## config.mk

```make
export PLATFORM = sky130hd
export DESIGN_NAME = riscv_mem_arbiter_flat
export DESIGN_NICKNAME = d
export VERILOG_FILES = /design/src/rtl/riscv_mem_arbiter_if.sv /design/src/rtl/riscv_mem_arbiter.sv /design/src/flat_wrapper.sv
export SDC_FILE = /design/constraint.sdc
export NUM_CORES = 1
export LEC_CHECK = 0
export BUFFER_PORTS_ARGS = -buffer_cell sky130_fd_sc_hd__buf_2
export CAP_MARGIN = 10
export CORE_MARGIN = 10
export CORE_UTILIZATION = 40
export CTS_CLUSTER_DIAMETER = 150
export DETAILED_ROUTE_END_ITERATION = 10
export GPL_TIMING_DRIVEN = 0
export PLACE_DENSITY = 0.8
export SLEW_MARGIN = 40
export SYNTH_ARGS = -nofsm -noshare
export SYNTH_HDL_FRONTEND = slang
export SYNTH_SLANG_ARGS = --single-unit
```

## constraint.sdc

```tcl
create_clock -name clk -period 2.05 [get_ports clk]
set_input_delay 0.1025 -clock clk [delete_from_list [all_inputs] [get_ports clk]]
set_output_delay 0.1025 -clock clk [all_outputs]
set_load 0.05 [all_outputs]
```

## src/rtl/riscv_mem_arbiter_if.sv

```systemverilog
// Bus bundle between the fetch/data requesters, the arbiter and the shared
// single-port memory. The arbiter connects through the slave modport, and the
// core/memory side connects through the master modport.
interface riscv_mem_arbiter_if #(
  parameter int XLEN = 32
);
  // Fetch requester
  logic            i_req;
  logic [XLEN-1:0] i_addr;
  logic            i_ack;
  logic [XLEN-1:0] i_rdata;
  // Data (load/store) requester
  logic            d_req;
  logic            d_we;
  logic [XLEN-1:0] d_addr;
  logic [XLEN-1:0] d_wdata;
  logic            d_ack;
  logic [XLEN-1:0] d_rdata;
  // Shared memory port
  logic            mem_en;
  logic            mem_we;
  logic [XLEN-1:0] mem_addr;
  logic [XLEN-1:0] mem_wdata;
  logic [XLEN-1:0] mem_rdata;
  // Datapath freeze
  logic            stall;

  modport slave (
    input  i_req, i_addr, d_req, d_we, d_addr, d_wdata, mem_rdata,
    output i_ack, i_rdata, d_ack, d_rdata,
    output mem_en, mem_we, mem_addr, mem_wdata, stall
  );

  modport master (
    output i_req, i_addr, d_req, d_we, d_addr, d_wdata, mem_rdata,
    input  i_ack, i_rdata, d_ack, d_rdata,
    input  mem_en, mem_we, mem_addr, mem_wdata, stall
  );
endinterface

```

## src/rtl/riscv_mem_arbiter.sv

```systemverilog
// Shares one single-port memory between instruction fetch and data access.
// Data has priority. However, after STARVE_LIMIT consecutive data grants with a
// fetch pending, the next grant goes to fetch. One access is in flight at a time:
// IDLE arbitrates, ISSUE pulses mem_en, and WAIT counts MEM_LATENCY cycles and
// acks the owner.
module riscv_mem_arbiter #(
  parameter int XLEN         = 32,
  parameter int MEM_LATENCY  = 2,   // 1..7
  parameter int STARVE_LIMIT = 3    // 1..15
) (
  input logic                clk,
  input logic                rst,
  riscv_mem_arbiter_if.slave bus
);

  typedef enum logic [1:0] {
    ST_IDLE  = 2'd0,
    ST_ISSUE = 2'd1,
    ST_WAIT  = 2'd2
  } state_t;

  typedef enum logic [1:0] {
    OWN_NONE  = 2'd0,
    OWN_FETCH = 2'd1,
    OWN_DATA  = 2'd2
  } owner_t;

  state_t          state_r;
  state_t          state_nxt_s;
  owner_t          owner_r;
  logic [2:0]      lat_r;
  logic [3:0]      starve_r;
  logic            mem_en_r;
  logic            mem_we_r;
  logic [XLEN-1:0] mem_addr_r;
  logic [XLEN-1:0] mem_wdata_r;

  logic            grant_d_s;
  logic            grant_i_s;
  logic            ack_s;
  logic            lat_done_s;
  logic            starve_full_s;
  logic            i_ack_s;
  logic            d_ack_s;

  assign lat_done_s    = (lat_r == 3'(MEM_LATENCY));
  assign starve_full_s = (starve_r == 4'(STARVE_LIMIT));

  // Arbitration, next-state selection and ack decode
  always_comb begin
    state_nxt_s = state_r;
    grant_d_s   = 1'b0;
    grant_i_s   = 1'b0;
    ack_s       = 1'b0;
    case (state_r)
      ST_IDLE: begin
        if (bus.d_req && !(bus.i_req && starve_full_s)) begin
          grant_d_s = 1'b1;
        end else if (bus.i_req) begin
          grant_i_s = 1'b1;
        end else begin
          grant_i_s = 1'b0;
        end
        if (grant_d_s || grant_i_s) begin
          state_nxt_s = ST_ISSUE;
        end else begin
          state_nxt_s = ST_IDLE;
        end
      end
      ST_ISSUE: begin
        state_nxt_s = ST_WAIT;
      end
      ST_WAIT: begin
        if (lat_done_s) begin
          ack_s       = 1'b1;
          state_nxt_s = ST_IDLE;
        end else begin
          state_nxt_s = ST_WAIT;
        end
      end
      default: begin
        state_nxt_s = ST_IDLE;
      end
    endcase
  end

  // State, ownership, counters and registered memory strobes
  always_ff @(posedge clk) begin
    if (rst) begin
      state_r     <= ST_IDLE;
      owner_r     <= OWN_NONE;
      lat_r       <= 3'd0;
      starve_r    <= 4'd0;
      mem_en_r    <= 1'b0;
      mem_we_r    <= 1'b0;
      mem_addr_r  <= {XLEN{1'b0}};
      mem_wdata_r <= {XLEN{1'b0}};
    end else begin
      state_r <= state_nxt_s;
      case (state_r)
        ST_IDLE: begin
          if (grant_d_s) begin
            mem_en_r    <= 1'b1;
            mem_we_r    <= bus.d_we;
            mem_addr_r  <= bus.d_addr;
            mem_wdata_r <= bus.d_wdata;
            owner_r     <= OWN_DATA;
            // Count data wins only while fetch is actually waiting.
            if (bus.i_req) begin
              starve_r <= starve_full_s ? starve_r : (starve_r + 4'd1);
            end else begin
              starve_r <= 4'd0;
            end
          end else if (grant_i_s) begin
            mem_en_r    <= 1'b1;
            mem_we_r    <= 1'b0;
            mem_addr_r  <= bus.i_addr;
            mem_wdata_r <= {XLEN{1'b0}};
            owner_r     <= OWN_FETCH;
            starve_r    <= 4'd0;
          end else begin
            mem_en_r <= 1'b0;
          end
        end
        ST_ISSUE: begin
          // Write enable is only meaningful alongside mem_en. Drop both together.
          mem_en_r <= 1'b0;
          mem_we_r <= 1'b0;
          lat_r    <= 3'd1;
        end
        ST_WAIT: begin
          if (lat_done_s) begin
            owner_r <= OWN_NONE;
          end else begin
            lat_r <= lat_r + 3'd1;
          end
        end
        default: begin
          mem_en_r <= 1'b0;
          mem_we_r <= 1'b0;
          owner_r  <= OWN_NONE;
        end
      endcase
    end
  end

  assign i_ack_s = ack_s && (owner_r == OWN_FETCH);
  assign d_ack_s = ack_s && (owner_r == OWN_DATA);

  assign bus.i_ack     = i_ack_s;
  assign bus.d_ack     = d_ack_s;
  assign bus.i_rdata   = i_ack_s ? bus.mem_rdata : {XLEN{1'b0}};
  assign bus.d_rdata   = d_ack_s ? bus.mem_rdata : {XLEN{1'b0}};
  assign bus.mem_en    = mem_en_r;
  assign bus.mem_we    = mem_we_r;
  assign bus.mem_addr  = mem_addr_r;
  assign bus.mem_wdata = mem_wdata_r;
  assign bus.stall     = (bus.i_req && !i_ack_s) || (bus.d_req && !d_ack_s);

endmodule
```

## src/flat_wrapper.sv

```systemverilog
// flat-port wrapper written by rule: the top's interface ports become plain ports
module riscv_mem_arbiter_flat 
#(
  parameter int XLEN         = 32,
  parameter int MEM_LATENCY  = 2,          
  parameter int STARVE_LIMIT = 3            
)
  (clk, rst, bus_i_req, bus_i_addr, bus_d_req, bus_d_we, bus_d_addr, bus_d_wdata, bus_mem_rdata, bus_i_ack, bus_i_rdata, bus_d_ack, bus_d_rdata, bus_mem_en, bus_mem_we, bus_mem_addr, bus_mem_wdata, bus_stall);
  riscv_mem_arbiter_if #(.XLEN(XLEN)) bus_i ();
  input logic clk;
  input logic rst;
  input wire logic [$bits(bus_i.i_req)-1:0] bus_i_req;
  input wire logic [$bits(bus_i.i_addr)-1:0] bus_i_addr;
  input wire logic [$bits(bus_i.d_req)-1:0] bus_d_req;
  input wire logic [$bits(bus_i.d_we)-1:0] bus_d_we;
  input wire logic [$bits(bus_i.d_addr)-1:0] bus_d_addr;
  input wire logic [$bits(bus_i.d_wdata)-1:0] bus_d_wdata;
  input wire logic [$bits(bus_i.mem_rdata)-1:0] bus_mem_rdata;
  output wire logic [$bits(bus_i.i_ack)-1:0] bus_i_ack;
  output wire logic [$bits(bus_i.i_rdata)-1:0] bus_i_rdata;
  output wire logic [$bits(bus_i.d_ack)-1:0] bus_d_ack;
  output wire logic [$bits(bus_i.d_rdata)-1:0] bus_d_rdata;
  output wire logic [$bits(bus_i.mem_en)-1:0] bus_mem_en;
  output wire logic [$bits(bus_i.mem_we)-1:0] bus_mem_we;
  output wire logic [$bits(bus_i.mem_addr)-1:0] bus_mem_addr;
  output wire logic [$bits(bus_i.mem_wdata)-1:0] bus_mem_wdata;
  output wire logic [$bits(bus_i.stall)-1:0] bus_stall;
  assign bus_i.i_req = bus_i_req;
  assign bus_i.i_addr = bus_i_addr;
  assign bus_i.d_req = bus_d_req;
  assign bus_i.d_we = bus_d_we;
  assign bus_i.d_addr = bus_d_addr;
  assign bus_i.d_wdata = bus_d_wdata;
  assign bus_i.mem_rdata = bus_mem_rdata;
  assign bus_i_ack = bus_i.i_ack;
  assign bus_i_rdata = bus_i.i_rdata;
  assign bus_d_ack = bus_i.d_ack;
  assign bus_d_rdata = bus_i.d_rdata;
  assign bus_mem_en = bus_i.mem_en;
  assign bus_mem_we = bus_i.mem_we;
  assign bus_mem_addr = bus_i.mem_addr;
  assign bus_mem_wdata = bus_i.mem_wdata;
  assign bus_stall = bus_i.stall;
  riscv_mem_arbiter #(.XLEN(XLEN), .MEM_LATENCY(MEM_LATENCY), .STARVE_LIMIT(STARVE_LIMIT)) u_core (.clk(clk), .rst(rst), .bus(bus_i));
endmodule
```

==> results_dict.tcl <==
set metrics [dict create \
    status "finished, final reports clean" \
    netlist_area_um2 3530 \
    dpl-instance-area_um2 4990 \
    num_vias 4459 \
    grt_start_max_net_pins 14 \
    clock_sinks 77 \
    dr.first_iter.drc_count 342 \
    critPathMaxFanout 10 \
    nNetsFinal 880 \
    relSlewSlack_pct 63.6 \
    die_w_um 114 \
    tightest_slew_ns 0.542 \
    end_kind "output pin" \
    synth_warnings 0 \
    synth.distinct_cells 36 \
    die_h_um 114 \
    die_area_um2 13000 \
    num_io_pins 266 \
    tritoncts "done" \
    synthCells 438 \
    place_hpwl_mm 12.2 \
    power.share.clock_pct 28.4 \
    min_path_type "input port to flop" \
    grt_usage_pct 23.2 \
    dr.pass1.iters 5 \
    grt_remaining_overflow 0 \
    start_kind "flop" \
    dpl.cell_count 809 \
    numCtsBuffers 9 \
    setup.worst_path.class "flop to output pin" \
    setup_slack_ns 0.0172 \
    hold_ws_ns 0.00948 \
    hold_viol 0 \
    wl_per_cell_um 19.3 \
    initial_core_util_pct 40.7 \
    fin_area_um2 5920 \
    grt_antenna_before_repair 1 \
    antenna_left 0 \
    slew_violations 0 \
    clock-skew-final_ns 0.0122 \
    crit_arrival_ns 1.93 \
    routed_wirelength_mm 16.5 \
    core_um2 8680 \
    p_comb_share_pct 32.4 \
    clock_latency_ns 0.35 \
    clk_path_buf_depth 2 \
    area_growth_pct 67.5 \
    seq_area_frac_synth_pct 43.6 \
    register_area_um2 1550 \
    dp_worst_setup_slack_ns -0.00200 \
    p_sw_mw 1.64 \
    peakVddDrop_mv 0.565 \
    grt_pass1_vias 4609 \
    synth-seq-cells 77 \
    gp_congestion 0.868 \
    drcViolationCount 0 \
    viasPerCell 5.20 \
    rsz0062_at_grt "yes" \
    fill_cells 680 \
    cts-root-buf "clkbuf_8" \
    period_share_pct 99.2 \
    postSynthAreaPerCell_um2 8.06 \
    worstPathRequired_ns 1.95 \
    fin_cells 857 \
    placement_rows 34 \
    clk_pin_slew_worst_paths_ns 0.08 \
    port_buffers 263 \
    netSwitchingFraction_pct 37.2 \
    max_cap_viol_count 0 \
    htree_levels 3 \
    multi_input_area_um2 1820 \
    max_freq_ghz 0.492 \
    grt_pass1_wl_mm 24.4 \
    p_leak_nw 2.94 \
    synth_fp_nets 574 \
    total_power_mw 4.41 \
    seqPwrFrac_pct 39.2 \
    min_period_ns 2.03 \
    p_int_mw 2.77 \
    setup_viol 0 \
    drive_gt1_share_pct 41.4 \
    p_per_area_nw_per_um2 746 \
]
==> final cells by class <==
| cell class | instances | share of cell area (%) |
|---|---|---|
| Inverter | 5 | 0.317 |
| Timing Repair Buffer | 295 | 33.5 |
| Tap cell | 108 | 2.28 |
| Clock inverter | 5 | 1.44 |
| Multi-Input combinational cell | 318 | 30.7 |
| Sequential cell | 77 | 26.1 |
| Antenna cell | 1 | 0.0423 |
| Clock buffer | 10 | 2.16 |
| Buffer | 38 | 3.45 |
==> Yosys cell counts <==
library cell  number  area (um2)
nor4b_1            1        8.76
a32oi_1            1        8.76
a22oi_1           32         240
nand3b_1           1        7.51
nand2_1           39         146
o211ai_1           2        15.0
nor2_1            69         259
o31ai_1            1        7.51
buf_4              1        7.51
ha_1               3        37.5
nand2b_1           1        6.26
buf_6              3        33.8
inv_1              5        18.8
o21ai_0            4        20.0
o22ai_1            1        6.26
xor2_1             1        8.76
o21ai_1            1        5.00
nand3_1            4        20.0
clkbuf_1          23        86.3
nor2b_1            4        25.0
and2b_1            1        7.51
nor3b_1            1        7.51
and4b_1            2        20.0
and3_1             1        6.26
dfxtp_1           77        1540
and2_1            65         407
nand4b_1           1        8.76
a211oi_1          33         248
nor3_2             1        10.0
buf_2             11        55.1
or3_1              1        6.26
nand4bb_1          1        11.3
nor3_1             1        5.00
or2_2              1        6.26
a311oi_1           1        8.76
a21oi_1           43         215
==> sequential cells by signal, summed over array words and instances, names as in the netlist <==
signal and count:
u_core.bus.mem_we 1, u_core.bus.mem_wdata 32, u_core.owner_r 2, u_core.state_r 2, u_core.bus.mem_addr 32, u_core.lat_r 3
u_core.bus.mem_en 1, u_core.starve_r 4
==> power by group through the flow <==
stage	registers [mW]	clock network, mW	logic (mW)
after CTS	1.72	1.28	1.42
after global placement	1.75	0	1.33
after detailed placement	1.76	0	1.36
after global routing	1.75	1.35	1.53
after floorplan	2.22	0	0.466
final	1.73	1.25	1.43
==> worst max-delay path: stages (launching register included) <==
cell      delay, ns
dfxtp_2        0.32
inv_1          0.07
ha_2           0.20
nor2b_4        0.17
and4b_2        0.28
clkbuf_4       0.19
and2_1         0.18
buf_6          0.18
==> worst paths after layout <==
kind	startpoint	end	slack, ns	depth (start not counted)
max	u_core.lat_r[0]$_SDFFE_PP0P_	bus_d_rdata[4]	0.02	7
min	bus_d_wdata[11]	u_core.bus.mem_wdata[11]$_SDFFE_PP0P_	0.009	3
max reg2reg	u_core.starve_r[0]$_SDFFE_PP0P_	u_core.bus.mem_addr[24]$_SDFFE_PP0P_	0.25	7
min reg2reg	u_core.bus.mem_en$_SDFFE_PP0N_	u_core.bus.mem_en$_SDFFE_PP0N_	0.46	2
==> timing repair <==
action / CTS / global route
hold buffers: 29 / 0
endpoints found under the hold margin: 29 / 0
gates resized for setup: 96 / 48
buffers inserted: 3 / 0
setup endpoints to repair: 67 / 74
pin swaps: 2 / 1
==> layer usage <==
| layer | track usage, % | part of all wire (%) | up-vias |
|---|---|---|---|
| met4 | 10.2 | 3.2 | 0 |
| met1 | 24.5 | 37 | 2058 |
| met5 | 0 | 0 | - |
| met2 | 39.7 | 50 | 256 |
| met3 | 9.24 | 9.9 | 37 |
| li1 | - | - | 2108 |
==> kinds of logic after synthesis <==
logic type               share of synthesized area [%]
buffers and inverters                             5.70
AND/OR/NAND/NOR                                   27.4
AO/OA/AOI/OAI                                     21.9
flip-flops                                        43.6
adder cells (fa/ha/maj)                           1.06
XOR/XNOR                                         0.248
==> metrics by stage <==
stage	util [%]	TNS [ns]
5_1_grt	68.2	-2.60
3_5_place_dp	57.5	-0.00200
6_report	68.2	0
4_1_cts	66.6	0
3_3_place_gp	57.5	0
2_1_floorplan	-	0
==> cell usage in the layout (no fill, tap or decap), types with 5 or more instances in the layout <==
cell and count:
buf_2 209, dfxtp_1 74, nor2_1 69, and2_1 65, buf_6 55, a21oi_1 43
nand2_1 39, a211oi_1 33, a22oi_1 32, dlygate4sd3_1 29, buf_4 19, clkbuf_1 19
clkbuf_8 9, inv_1 5
No activity file was read; power rests on OpenSTA's default activity.
